File: config.mk
export PLATFORM = sky130hd
export DESIGN_NAME = div_seq
export DESIGN_NICKNAME = d
export VERILOG_FILES = /design/src/rtl/div_pkg.sv /design/src/rtl/div_step.sv /design/src/rtl/div_seq.sv
export SDC_FILE = /design/constraint.sdc
export NUM_CORES = 1
export LEC_CHECK = 0
export CAP_MARGIN = 10
export CORE_ASPECT_RATIO = 0.6
export CORE_MARGIN = 1
export CORE_UTILIZATION = 32
export DETAILED_ROUTE_END_ITERATION = 8
export PLACE_DENSITY = 0.63
export SYNTH_ARGS = -nofsm -noshare
export SYNTH_HDL_FRONTEND = slang
export SYNTH_SLANG_ARGS = --single-unit
export TNS_END_PERCENT = 30
File: constraint.sdc
create_clock -name clk -period 3.61 [get_ports clk]
set_clock_uncertainty 0.2 [all_clocks]
set_input_delay 0.361 -clock clk [delete_from_list [all_inputs] [get_ports clk]]
set_output_delay 0.361 -clock clk [all_outputs]
set_load 0.03 [all_outputs]
File: src/rtl/div_pkg.sv
// rtl/div_pkg.sv - shared types and sizing helpers for the sequential divider
package div_pkg;

    typedef enum logic {S_IDLE, S_RUN} state_t;

    // Iteration counter width; must hold N-1 and never collapse to zero bits.
    function automatic int cnt_w(input int n);
        return ($clog2(n) < 1) ? 1 : $clog2(n);
    endfunction

endpackage

File: src/rtl/div_step.sv
// rtl/div_step.sv - one restoring-division iteration: shift in a dividend bit, trial-subtract the divisor
module div_step #(
    parameter int N = 3
) (
    input  logic [N:0]   p_in,
    input  logic         bit_in,
    input  logic [N-1:0] y,
    output logic [N:0]   p_out,
    output logic         qbit
);

    logic [N:0] t;

    // A set top bit of p_in would mean the shifted value already exceeds any N-bit divisor.
    always_comb begin
        t     = {p_in[N-1:0], bit_in};
        qbit  = p_in[N] | (t >= {1'b0, y});
        p_out = qbit ? (t - {1'b0, y}) : t;
    end

endmodule

File: src/rtl/div_seq.sv
// rtl/div_seq.sv - sequential restoring unsigned divider, one quotient bit per clock (optional DIV_SEQ_DZ_EN)
module div_seq
    import div_pkg::*;
#(
    parameter int N = 3
) (
    input  logic         clk,
    input  logic         rst_n,
    input  logic         start,
    input  logic [N-1:0] x,
    input  logic [N-1:0] y,
    output logic         busy,
    output logic         done,
    output logic [N-1:0] q,
    output logic [N-1:0] r,
    output logic         dz
);

    localparam int CNT_W = cnt_w(N);

    state_t             state_q;
    logic [N-1:0]       d_q;
    logic [N-1:0]       y_q;
    logic [N:0]         p_q;
    logic [CNT_W-1:0]   cnt_q;
    logic               busy_q;
    logic               done_q;
    logic [N-1:0]       q_q;
    logic [N-1:0]       r_q;
    logic               dz_q;

    logic [N:0]         p_d;
    logic               qbit;
    logic [N-1:0]       d_d;

    div_step #(.N(N)) u_step (
        .p_in   (p_q),
        .bit_in (d_q[N-1]),
        .y      (y_q),
        .p_out  (p_d),
        .qbit   (qbit)
    );

    // The dividend register doubles as the quotient register as bits shift out.
    assign d_d = {d_q[N-2:0], qbit};

    always_ff @(posedge clk or negedge rst_n) begin
        if (!rst_n) begin
            state_q <= S_IDLE;
            d_q     <= '0;
            y_q     <= '0;
            p_q     <= '0;
            cnt_q   <= '0;
            busy_q  <= 1'b0;
            done_q  <= 1'b0;
            q_q     <= '0;
            r_q     <= '0;
            dz_q    <= 1'b0;
        end else begin
            done_q <= 1'b0;
            case (state_q)
                S_IDLE: begin
                    if (start) begin
                        dz_q <= 1'b0;
`ifdef DIV_SEQ_DZ_EN
                        if (y == '0) begin
                            done_q <= 1'b1;
                            dz_q   <= 1'b1;
                            q_q    <= '1;
                            r_q    <= x;
                        end else
`endif
                        begin
                            d_q     <= x;
                            y_q     <= y;
                            p_q     <= '0;
                            cnt_q   <= CNT_W'(N - 1);
                            busy_q  <= 1'b1;
                            state_q <= S_RUN;
                        end
                    end
                end
                S_RUN: begin
                    d_q   <= d_d;
                    p_q   <= p_d;
                    cnt_q <= cnt_q - 1'b1;
                    if (cnt_q == '0) begin
                        q_q     <= d_d;
                        r_q     <= p_d[N-1:0];
                        done_q  <= 1'b1;
                        busy_q  <= 1'b0;
                        state_q <= S_IDLE;
                    end
                end
                default: state_q <= S_IDLE;
            endcase
        end
    end

    assign busy = busy_q;
    assign done = done_q;
    assign q    = q_q;
    assign r    = r_q;
    assign dz   = dz_q;

endmodule

# After elaboration in Yosys (flattened, before gate mapping)
# Index checks and enable logic that the tools add are counted.
# totals
regBits	21
in_bits	9
out_inout_bits	9
# op_classes
add_sub_neg	2
order_cmp	1
n_eq_ne	2
muxes	15
bitwise	2
n_reduce_logical	4
# op_table
operator	count
$mux 4	2
$pmux 4 s2	1
$mux 1	6
$pmux 3 s2	1
$reduce_and 2->1	3
$ge 4x3->1	1
$pmux 1 s2	2
$pmux 2 s2	1
$sub 4x3->4	1
$mux 3	1
$logic_not 2->1	1
$mux 2	1
$ne 2x1->1 const B	1
$ne 2x2->1 const B	1
$sub 2x1->2 const B	1
$not 1->1	1
$or 1x1->1	1

# Logic depth before layout (Yosys ltp)
# Gate-level depths: netlist (run 1).
# depth
depth_word	4
ltp_mapped	7
depth_no_buf	7

# By module
# From an unflattened synthesis (run 1), not the netlist that was laid out.
# hier_totals
hier_cells	89
area_unflattened_um2	1116.1
# by_module_without_submodules
module	instances	cells_per_inst	area_each_um2
div_seq	1	63	898.4
div_step	1	26	217.7

# Least setup slack after synthesis (run 1)
# No wires, ideal clock.
# synth_timing
path_type	register -> register
from	register d_q[2]
to	register p_q[2]
setup_ps	129
arrival_ps	1592
path_slack_ps	1689
path_stages_with_launch	8
n_path_buf	0
period_less_slack_ps	1921
path_cell_list	dfrtp_1 -> inv_1 -> ha_1 -> inv_1 -> fa_1 -> a21o_1 -> a211oi_2 -> o31ai_1
# synth_via
elab_chain_cells	4
# synth_lines
item	line_no	source
from (decl)	div_seq.sv:22	logic [N-1:0] d_q;
from (signal assigned)	div_seq.sv:50	d_q <= '0;
from (signal assigned)	div_seq.sv:74	d_q <= x;
from (signal assigned)	div_seq.sv:84	d_q <= d_d;
$ge 4x3->1	div_step.sv:17	qbit = p_in[N] | (t >= {1'b0, y});
$or 1x1->1	div_step.sv:17	
$mux 4 (*)	div_step.sv:18	p_out = qbit ? (t - {1'b0, y}) : t;
$pmux 4 s2 (*)	div_seq.sv:61	case (state_q)
to (signal assigned)	div_seq.sv:85	p_q <= p_d;
to (decl)	div_seq.sv:24	logic [N:0] p_q;
# Mark *: on every way between the ends. The rest lies on a longest branch, timed or not.
# A chain may end at the register's enable or synchronous reset.

# Worst setup path in the final report (run 1)
# layout_timing
from	register d_q[2]
to	register p_q[0]
# Same word-level chain as after synthesis.

==> metrics.log, run 1 <==
INFO  metric cts-hold-fix-buffers = 0
INFO  metric rows = 15
INFO  metric floorplan.die.width = 76.7 um
INFO  metric yosys-top-cells-area = sky130_fd_sc_hd__dfrtp_1 49%, sky130_fd_sc_hd__nand2_1 5.6%, sky130_fd_sc_hd__ha_1 4.7%
INFO  metric cts_num_sinks = 21
INFO  metric critPathLaunchType = register
INFO  metric drc = 0
INFO  metric synth_largest_type_area_fraction = 49.0%
INFO  metric cp_num_buf_inv = 2
INFO  metric cts_bufs_inserted = 3
INFO  metric grt_pass1_wl = 3480 um
INFO  metric globalplace.congestion = between 0.9 and 1
INFO  metric synth.yosys.warnings = 0
INFO  metric ys_ff_latch = 21
INFO  metric via_count = 819
INFO  metric die_y = 46.8 um
INFO  metric worstSetupPathType = register to register
INFO  metric cap_viol_max_count = 0
INFO  metric finalSetupTns = 0 ns
INFO  metric critical-path-max-stage-delay = 0.43 ns
INFO  metric fmax = between 400 and 500 MHz
INFO  metric rsz0062_at_grt = false
INFO  metric crit_path_end_kind = register
INFO  metric vias_in_the_first_global_route = roughly 740
INFO  metric synthDistinctLibCells = 35
INFO  metric cp_common_cell = sky130_fd_sc_hd__inv_1
INFO  metric worst-endpoint-arrival = 2.12 ns
INFO  metric cts_max_path_buffers = 2
INFO  metric start_util = 35.5%
INFO  metric routed_wire_length_per_instance = 13.1 um
INFO  metric hold_viol = 0
INFO  metric critical-path-top-delay-family = compound AO/OA/AOI/OAI gates
INFO  metric post-synth-top-count-cell = sky130_fd_sc_hd__dfrtp_1
INFO  metric worstReg2RegStart = d_q[2]$_DFFE_PN0P_
INFO  metric ios = 18
INFO  metric finalNetCount = 138
INFO  metric synth_area_per_cell = around 10 sq um
INFO  metric reg2reg_slack = 1.49 ns
INFO  metric grt_max_degree = 22
INFO  metric synth_area_leader_cell = sky130_fd_sc_hd__dfrtp_1
INFO  metric number_of_buffers_inserted_to_repair_setup_after_cts = 0
INFO  metric dieArea = ~3600 sq um
INFO  metric drt_pre_antenna_iters = 4
INFO  metric postCtsResizedCells = 0
INFO  metric drt_iter0_markers = 40
INFO  metric gr-usage-all-layers = 13.0%
INFO  metric synth.cells.most_frequent = 21 x sky130_fd_sc_hd__dfrtp_1, 16 x sky130_fd_sc_hd__nand2_1, 8 x sky130_fd_sc_hd__inv_1
INFO  metric vdd.ir_drop.worst = 0.330 mV
INFO  metric tritoncts = yes
INFO  metric ant_nets = 0
INFO  metric max-slew-margin-rel = 34.5%
INFO  metric post_synth_instance_area = between 1000 and 1500 sq um
INFO  metric clock_insertion_delay_worst_skew = 0.26 ns
INFO  metric static_leakage = 0.577 nW
INFO  metric required = 3.61 ns
INFO  metric place.port_buffers = 16
INFO  metric grt.overflow.total = 0
INFO  metric cts.clk_slew.worst_paths = around 0.08 ns
INFO  metric path_cells = inv_1 -> ha_1 -> inv_1 -> fa_1 -> a21o_1 -> a21oi_1 -> a221o_1
INFO  metric final.period_utilization = 58.6%
INFO  metric post_route_cells_drive_above_1_share = roughly a tenth
INFO  metric cell_area_after_placement = 1260 sq um
INFO  metric r2r_endpoint = p_q[0]$_DFFE_PN0P_
INFO  metric count_of_cells_along_the_worst_register_to_register_path = 7
INFO  metric report.final.slew_viol_count = 0
INFO  metric status = complete, no violations
INFO  metric worst-path-max-fanout = 4
INFO  metric finalSetupViolCount = 0
INFO  metric async_flop_share = 100%
INFO  metric grt_antenna_before_repair = 0
INFO  metric antenna_cells_inserted = 0
INFO  metric slowest_stage = sky130_fd_sc_hd__fa_1
INFO  metric synth_fp_nets = 121
INFO  metric hold_class = register to register
INFO  metric hpwl = 1640 um
INFO  metric power_per_unit_of_standard_cell_area = 1070 nW/um^2
INFO  metric ctsHtreeMaxLevel = 1
INFO  metric synth_edf_count = 0
INFO  metric critical_path.startpoint = d_q[2]$_DFFE_PN0P_
INFO  metric seq_total_area_yosys = around 50%
INFO  metric total_number_of_cells_along_the_worst_setup_path = 7
INFO  metric area.growth.synth_to_final = 22.2%
INFO  metric most_instantiated_flip_flop_cell_in_the_synthesis_netlist = sky130_fd_sc_hd__dfrtp_1
INFO  metric crit_path_end = p_q[0]$_DFFE_PN0P_
INFO  metric per_cell_via_count_in_the_routed_design = 4.96
INFO  metric period_needed = 2.12 ns
INFO  metric wl = 2160 um
INFO  metric core_area = 3020 sq um
INFO  metric fin_area = 1310 sq um
INFO  metric syn_inst = 107
INFO  metric worst_pin_slew = 0.979 ns
INFO  metric clock_tree.root_cell = sky130_fd_sc_hd__clkbuf_8
## through the flow
step | power (W) | utilization, % | hold slack [ns] | worst slack, ns | instances
finish | 0.00140 | 43.4 | 0.274 | 1.49 | 165
global route | 0.00152 | 43.4 | 0.308 | 1.36 | 165
CTS | 0.00141 | 43.4 | 0.283 | 1.50 | 165
detailed placement | 0.00125 | 41.8 | 0.262 | 1.55 | 161
global placement | 0.00123 | 41.8 | 0.260 | 1.56 | 161
floorplan | 0.00102 | - | -0.135 | 1.69 | 107
## metal layers
| layer | vias up | part of all wire [%] | GRT usage, % | wire length (um) |
|---|---|---|---|---|
| li1 | 406 | - | - | - |
| met1 | 376 | 53 | 19.4 | 1140 |
| met2 | 35 | 38 | 17.5 | 828 |
| met3 | 2 | 8.3 | 5.05 | 180 |
| met4 | 0 | 0.56 | 2.31 | 12 |
| met5 | - | 0 | 0 | 0 |
## cells by family (layout without fill, tap and decap cells)
logic type / after synthesis / count (layout) / share of synthesized area (%)
multiplexers: 6 / 6 / 5.95
adder cells (fa/ha/maj): 5 / 5 / 6.53
AND/OR/NAND/NOR: 32 / 32 / 14.1
other: 1 / 1 / 0.350
flip-flops: 21 / 21 / 49.0
AO/OA/AOI/OAI: 27 / 27 / 18.2
buffers and inverters: 15 / 31 / 5.83
## power by group
group / leakage, nW / total [W] / switching [W] / internal, W
sequential: 0.244 / 0.000460 / 0.000103 / 0.000357
clock: 0.0255 / 0.000153 / 0.0000760 / 0.0000769
combinational: 0.307 / 0.000789 / 0.000461 / 0.000328
total: 0.577 / 0.00140 / 0.000640 / 0.000763
## tightest hold or removal path: cells and delay by family, from the launching register on
family / cells / cell delay (ns)
flip-flops: 1 / 0.35
AND/OR/NAND/NOR: 2 / 0.10
## cell type report
type                    instances  area [sq um]
fillers                       300          1710
clock buffers                   3          41.3
clock inverters                 1          5.00
flip-flops and latches         21           526
multi-input cells              71           484
inverters                      11          41.3
well taps                      42          52.6
repair buffers                 16           160
## cell usage in the layout (no fill, tap or decap), types with 2 or more instances in the layout
cell	count
sky130_fd_sc_hd__dfrtp_1	21
sky130_fd_sc_hd__o21ai_1	2
sky130_fd_sc_hd__o211ai_1	2
sky130_fd_sc_hd__nor2_1	7
sky130_fd_sc_hd__o31ai_1	2
sky130_fd_sc_hd__nor3_1	2
sky130_fd_sc_hd__o21ai_0	3
sky130_fd_sc_hd__nand2_1	16
sky130_fd_sc_hd__a211oi_1	2
sky130_fd_sc_hd__clkdlybuf4s50_1	16
sky130_fd_sc_hd__a21oi_1	6
sky130_fd_sc_hd__inv_1	8
sky130_fd_sc_hd__mux2_1	3
sky130_fd_sc_hd__ha_1	4
sky130_fd_sc_hd__clkbuf_8	3
sky130_fd_sc_hd__mux2i_1	3
sky130_fd_sc_hd__a211oi_2	3
sky130_fd_sc_hd__inv_2	3
## flip-flops by register name, summed over array words and instances, names as in the netlist
register / cells
busy: 1
state_q: 1
p_q: 4
q: 3
r: 3
y_q: 3
d_q: 3
cnt_q: 2
done: 1
## worst min path at each step
stage | endpoint | from | cells past startpoint | slack, ns
2_1_floorplan | busy$_DFFE_PN0P_ | rst_n | 0 | -0.13
3_3_place_gp | q[2]$_DFFE_PN0P_ | q[2]$_DFFE_PN0P_ | 2 | 0.26
3_5_place_dp | q[2]$_DFFE_PN0P_ | q[2]$_DFFE_PN0P_ | 2 | 0.26
4_1_cts | q[2]$_DFFE_PN0P_ | q[2]$_DFFE_PN0P_ | 2 | 0.28
5_1_grt | q[1]$_DFFE_PN0P_ | q[1]$_DFFE_PN0P_ | 2 | 0.31
6_report | q[2]$_DFFE_PN0P_ | q[2]$_DFFE_PN0P_ | 2 | 0.27
Note: power is estimated with default switching activity, not from simulation.
==> run 2: changes to the inputs <==
==> constraint.sdc (replaced) <==
create_clock -name clk -period 2 [get_ports clk]
set_clock_uncertainty 0.2 [all_clocks]
set_input_delay 0.2 -clock clk [delete_from_list [all_inputs] [get_ports clk]]
set_output_delay 0.2 -clock clk [all_outputs]
set_load 0.03 [all_outputs]
==> run 2 against run 1 <==
Against the previous run: total power increased by 89%; register-to-register slack got worse by 1.5 ns; critical path type unchanged; count of clock-buffer cells in the layout increased by 1; critical endpoint is now p_q[3]$_DFFE_PN0P_; die area unchanged; core utilization increased by 1.8 points; sequential cell count unchanged; combinational power increased by 98%; cell count increased by 3.6%; global-route usage increased by 1.1 points; highest routed layer unchanged; critical path depth unchanged; routed wire length increased by 7.7%; final area increased by 4.1%.
==> metrics.log, run 2 (synthesized netlist as in run 1, its figures left out) <==
INFO  metric cts.clk_slew.worst_paths = 0.08 ns (about the same)
INFO  metric critPathLaunchType = register
INFO  metric p_comb_share = 58.8% (+2.5 points)
INFO  metric worst-endpoint-arrival = 1.89 ns (-0.23 ns)
INFO  metric r2r_endpoint = p_q[3]$_DFFE_PN0P_
INFO  metric ctsHtreeMaxLevel = 1 (unchanged)
INFO  metric cts-hold-fix-buffers = 0 (unchanged)
INFO  metric cap_viol_max_count = 0 (unchanged)
INFO  metric cts_num_sinks = 21 (unchanged)
INFO  metric place.port_buffers = 16 (unchanged)
INFO  metric hpwl = 1770 um (+8.0%)
INFO  metric worst-path-max-fanout = 4 (unchanged)
INFO  metric ios = 18 (unchanged)
INFO  metric largest_reg_flops = 4 (unchanged)
INFO  metric dieArea = 3590 sq um (unchanged)
INFO  metric grt_max_degree = 22 (unchanged)
INFO  metric layout_commonest_cell = sky130_fd_sc_hd__dfrtp_1
INFO  metric final_util = 45.1% (+1.8 points)
INFO  metric hold_class = input port to asynchronous set/reset pin
INFO  metric per_cell_via_count_in_the_routed_design = 4.99 (+0.61%)
INFO  metric area.growth.synth_to_final = 27.2%
INFO  metric via_count = 854 (+4.3%)
INFO  metric drt_pre_antenna_iters = 4 (unchanged)
INFO  metric final.setup.worst_slack = 0.0443 ns (-1.45 ns)
INFO  metric die_y = 46.8 um (unchanged)
INFO  metric rows = 15 (unchanged)
INFO  metric post_route_cells_drive_above_1_share = 15.5% (+4.9 points)
INFO  metric fmax = 511 MHz (+8.2%)
INFO  metric vias_in_the_first_global_route = 775 (+5.2%)
INFO  metric grt_antenna_before_repair = 0 (unchanged)
INFO  metric period_needed = 1.96 ns (-0.159 ns)
INFO  metric wl = 2330 um (+7.7%)
INFO  metric start_util = 35.5% (unchanged)
INFO  metric cts_bufs_inserted = 3 (unchanged)
INFO  metric vdd.ir_drop.worst = 0.693 mV (+110%)
INFO  metric report.final.slew_viol_count = 0 (unchanged)
INFO  metric rsz0062_at_grt = true
INFO  metric gr-usage-all-layers = 14.1% (+1.1 points)
INFO  metric hold_viol = 0 (unchanged)
INFO  metric hold_ws = 0.0892 ns (-0.185 ns)
INFO  metric required = 1.93 ns (-1.68 ns)
INFO  metric status = complete, no violations
INFO  metric ant_nets = 0 (unchanged)
INFO  metric crit_path_end_kind = register
INFO  metric internal_power = 0.00146 W (+92%)
INFO  metric finalNetCount = 144 (+4.3%)
INFO  metric tritoncts = yes
INFO  metric globalplace.congestion = 0.872 (-6.7%)
INFO  metric most-common-layout-cells = 21 x sky130_fd_sc_hd__dfrtp_1, 16 x sky130_fd_sc_hd__nand2_1, 16 x sky130_fd_sc_hd__clkdlybuf4s50_1, 8 x sky130_fd_sc_hd__inv_1, 7 x sky130_fd_sc_hd__nor2_1
INFO  metric antenna_cells_inserted = 0 (unchanged)
INFO  metric drc = 0 (unchanged)
INFO  metric drt_iter0_markers = 50 (+25%)
INFO  metric post_place_setup_slack = -0.0583 ns (-1.61 ns)
INFO  metric dp.cells = 167 (+3.7%)
INFO  metric grt.overflow.total = 0 (unchanged)
INFO  metric power_frac_seq = 30.9% (-1.9 points)
INFO  metric final.period_utilization = 97.8% (+39 points)
INFO  metric worstReg2RegStart = d_q[2]$_DFFE_PN0P_
INFO  metric routed_wire_length_per_instance = 13.6 um (+4.0%)
INFO  metric clock_tree.root_cell = sky130_fd_sc_hd__clkbuf_8
INFO  metric count_of_cells_along_the_worst_register_to_register_path = 7 (unchanged)
INFO  metric core_area = 3020 sq um (unchanged)
INFO  metric power_per_unit_of_standard_cell_area = 1950 nW/um^2 (+82%)
INFO  metric cts_max_path_buffers = 2 (unchanged)
INFO  metric swShare = 44.8% (-0.77 points)
INFO  metric finalSetupViolCount = 0 (unchanged)
INFO  metric reg2reg_slack = 0.04 ns (-1.45 ns)
INFO  metric top_register = p_q
INFO  metric net_switching_power = 0.00119 W (+86%)
INFO  metric filler_free_cell_count_of_the_finished_design = 171 (+3.6%)
INFO  metric grt_pass1_wl = 3790 um (+8.7%)
INFO  metric floorplan.die.width = 76.7 um (unchanged)
INFO  metric clock_insertion_delay_worst_skew = 0.26 ns (about the same)
INFO  metric static_leakage = 0.603 nW (+4.6%)
INFO  metric worstSetupPathType = register to register
INFO  metric share_clk_of_total_power = 10.4% (-0.5 points)
==> run 2: cell types whose count changed in the layout (fill, tap and decap cells not counted) <==
cell                       delta
sky130_fd_sc_hd__a21o_4       +1
sky130_fd_sc_hd__fa_1         -1
sky130_fd_sc_hd__buf_4        +6
sky130_fd_sc_hd__a21o_1       -1
sky130_fd_sc_hd__clkbuf_1     +1
sky130_fd_sc_hd__fa_2         +1
sky130_fd_sc_hd__clkinv_2     -1
==> run 2: what timing repair did <==
item,4_1_cts,5_1_grt
setup endpoints to repair,6,7
endpoints found under the hold margin,0,0
buffers inserted,0,0
pin swaps,1,2
resized for setup,1,1
==> run 2: metal layers <==
layer / up-vias / track usage (%) / part of all wire (%)
li1: 420 / - / -
met2: 27 / 19.5 / 39
met3: 2 / 4.85 / 5.2
met5: - / 0 / 0
met4: 0 / 2.31 / 0.73
met1: 405 / 21.1 / 55
==> run 2: power groups by stage <==
stage | Sequential, W | Combinational (W) | Clock, W
final | 0.000819 | 0.00156 | 0.000275
after global routing | 0.000848 | 0.00172 | 0.000299
after CTS | 0.000819 | 0.00153 | 0.000285
after detailed placement | 0.000828 | 0.00151 | 0
after global placement | 0.000818 | 0.00148 | 0
after floorplan | 0.000937 | 0.000906 | 0
==> run 2: cell type report <==
type                            instances  area (sq um)
Clock buffer                            4          45.0
Multi-Input combinational cell         71           494
Tap cell                               42          52.6
Fill cell                             299          1660
Timing Repair Buffer                   22           205
Sequential cell                        21           526
Inverter                               11          41.3
==> run 2: critical path: stages (launching register included) <==
cell and delay [ns]:
sky130_fd_sc_hd__dfrtp_1 0.37, sky130_fd_sc_hd__inv_1 0.08, sky130_fd_sc_hd__ha_1 0.17, sky130_fd_sc_hd__inv_1 0.06, sky130_fd_sc_hd__fa_2 0.38, sky130_fd_sc_hd__a21o_4 0.23
sky130_fd_sc_hd__a211oi_2 0.25, sky130_fd_sc_hd__nor4_1 0.10
==> run 2: worst max path at each step <==
stage / start / to / slack [ns] / depth (start not counted)
floorplan: d_q[2]$_DFFE_PN0P_ / p_q[2]$_DFFE_PN0P_ / 0.08 / 7
global placement: d_q[2]$_DFFE_PN0P_ / p_q[3]$_DFFE_PN0P_ / 0.04 / 7
detailed placement: d_q[2]$_DFFE_PN0P_ / p_q[3]$_DFFE_PN0P_ / -0.06 / 7
CTS: d_q[2]$_DFFE_PN0P_ / p_q[2]$_DFFE_PN0P_ / 0.01 / 7
global route: d_q[2]$_DFFE_PN0P_ / p_q[1]$_DFFE_PN0P_ / -0.007 / 7
finish: d_q[2]$_DFFE_PN0P_ / p_q[3]$_DFFE_PN0P_ / 0.04 / 7
==> run 2: stage by stage <==
stage	setup TNS [ns]	instance area [sq um]	total power [W]
6_report	0	1360	0.00265
5_1_grt	-0.0128	1360	0.00286
4_1_cts	0	1360	0.00263
3_5_place_dp	-0.185	1310	0.00234
3_3_place_gp	0	1310	0.00230
2_1_floorplan	0	1070	0.00184
==> run 3: changes to the inputs <==
--- a/config.mk
+++ b/config.mk
@@ -10,7 +10,9 @@
 export CORE_MARGIN = 1
 export CORE_UTILIZATION = 32
 export DETAILED_ROUTE_END_ITERATION = 8
+export HOLD_SLACK_MARGIN = 0.1
 export PLACE_DENSITY = 0.63
+export SKIP_CTS_REPAIR_TIMING = 1
 export SYNTH_ARGS = -nofsm -noshare
 export SYNTH_HDL_FRONTEND = slang
 export SYNTH_SLANG_ARGS = --single-unit
==> results of run 3 <==
Final layout, timing and power as in run 2 (identical DEF).
Main changes from that run: wire length of the first global-routing pass 3790 um -> 3810 um; via count of the first global-routing pass 775 -> 776; met1 usage 21.1% -> 21.2%
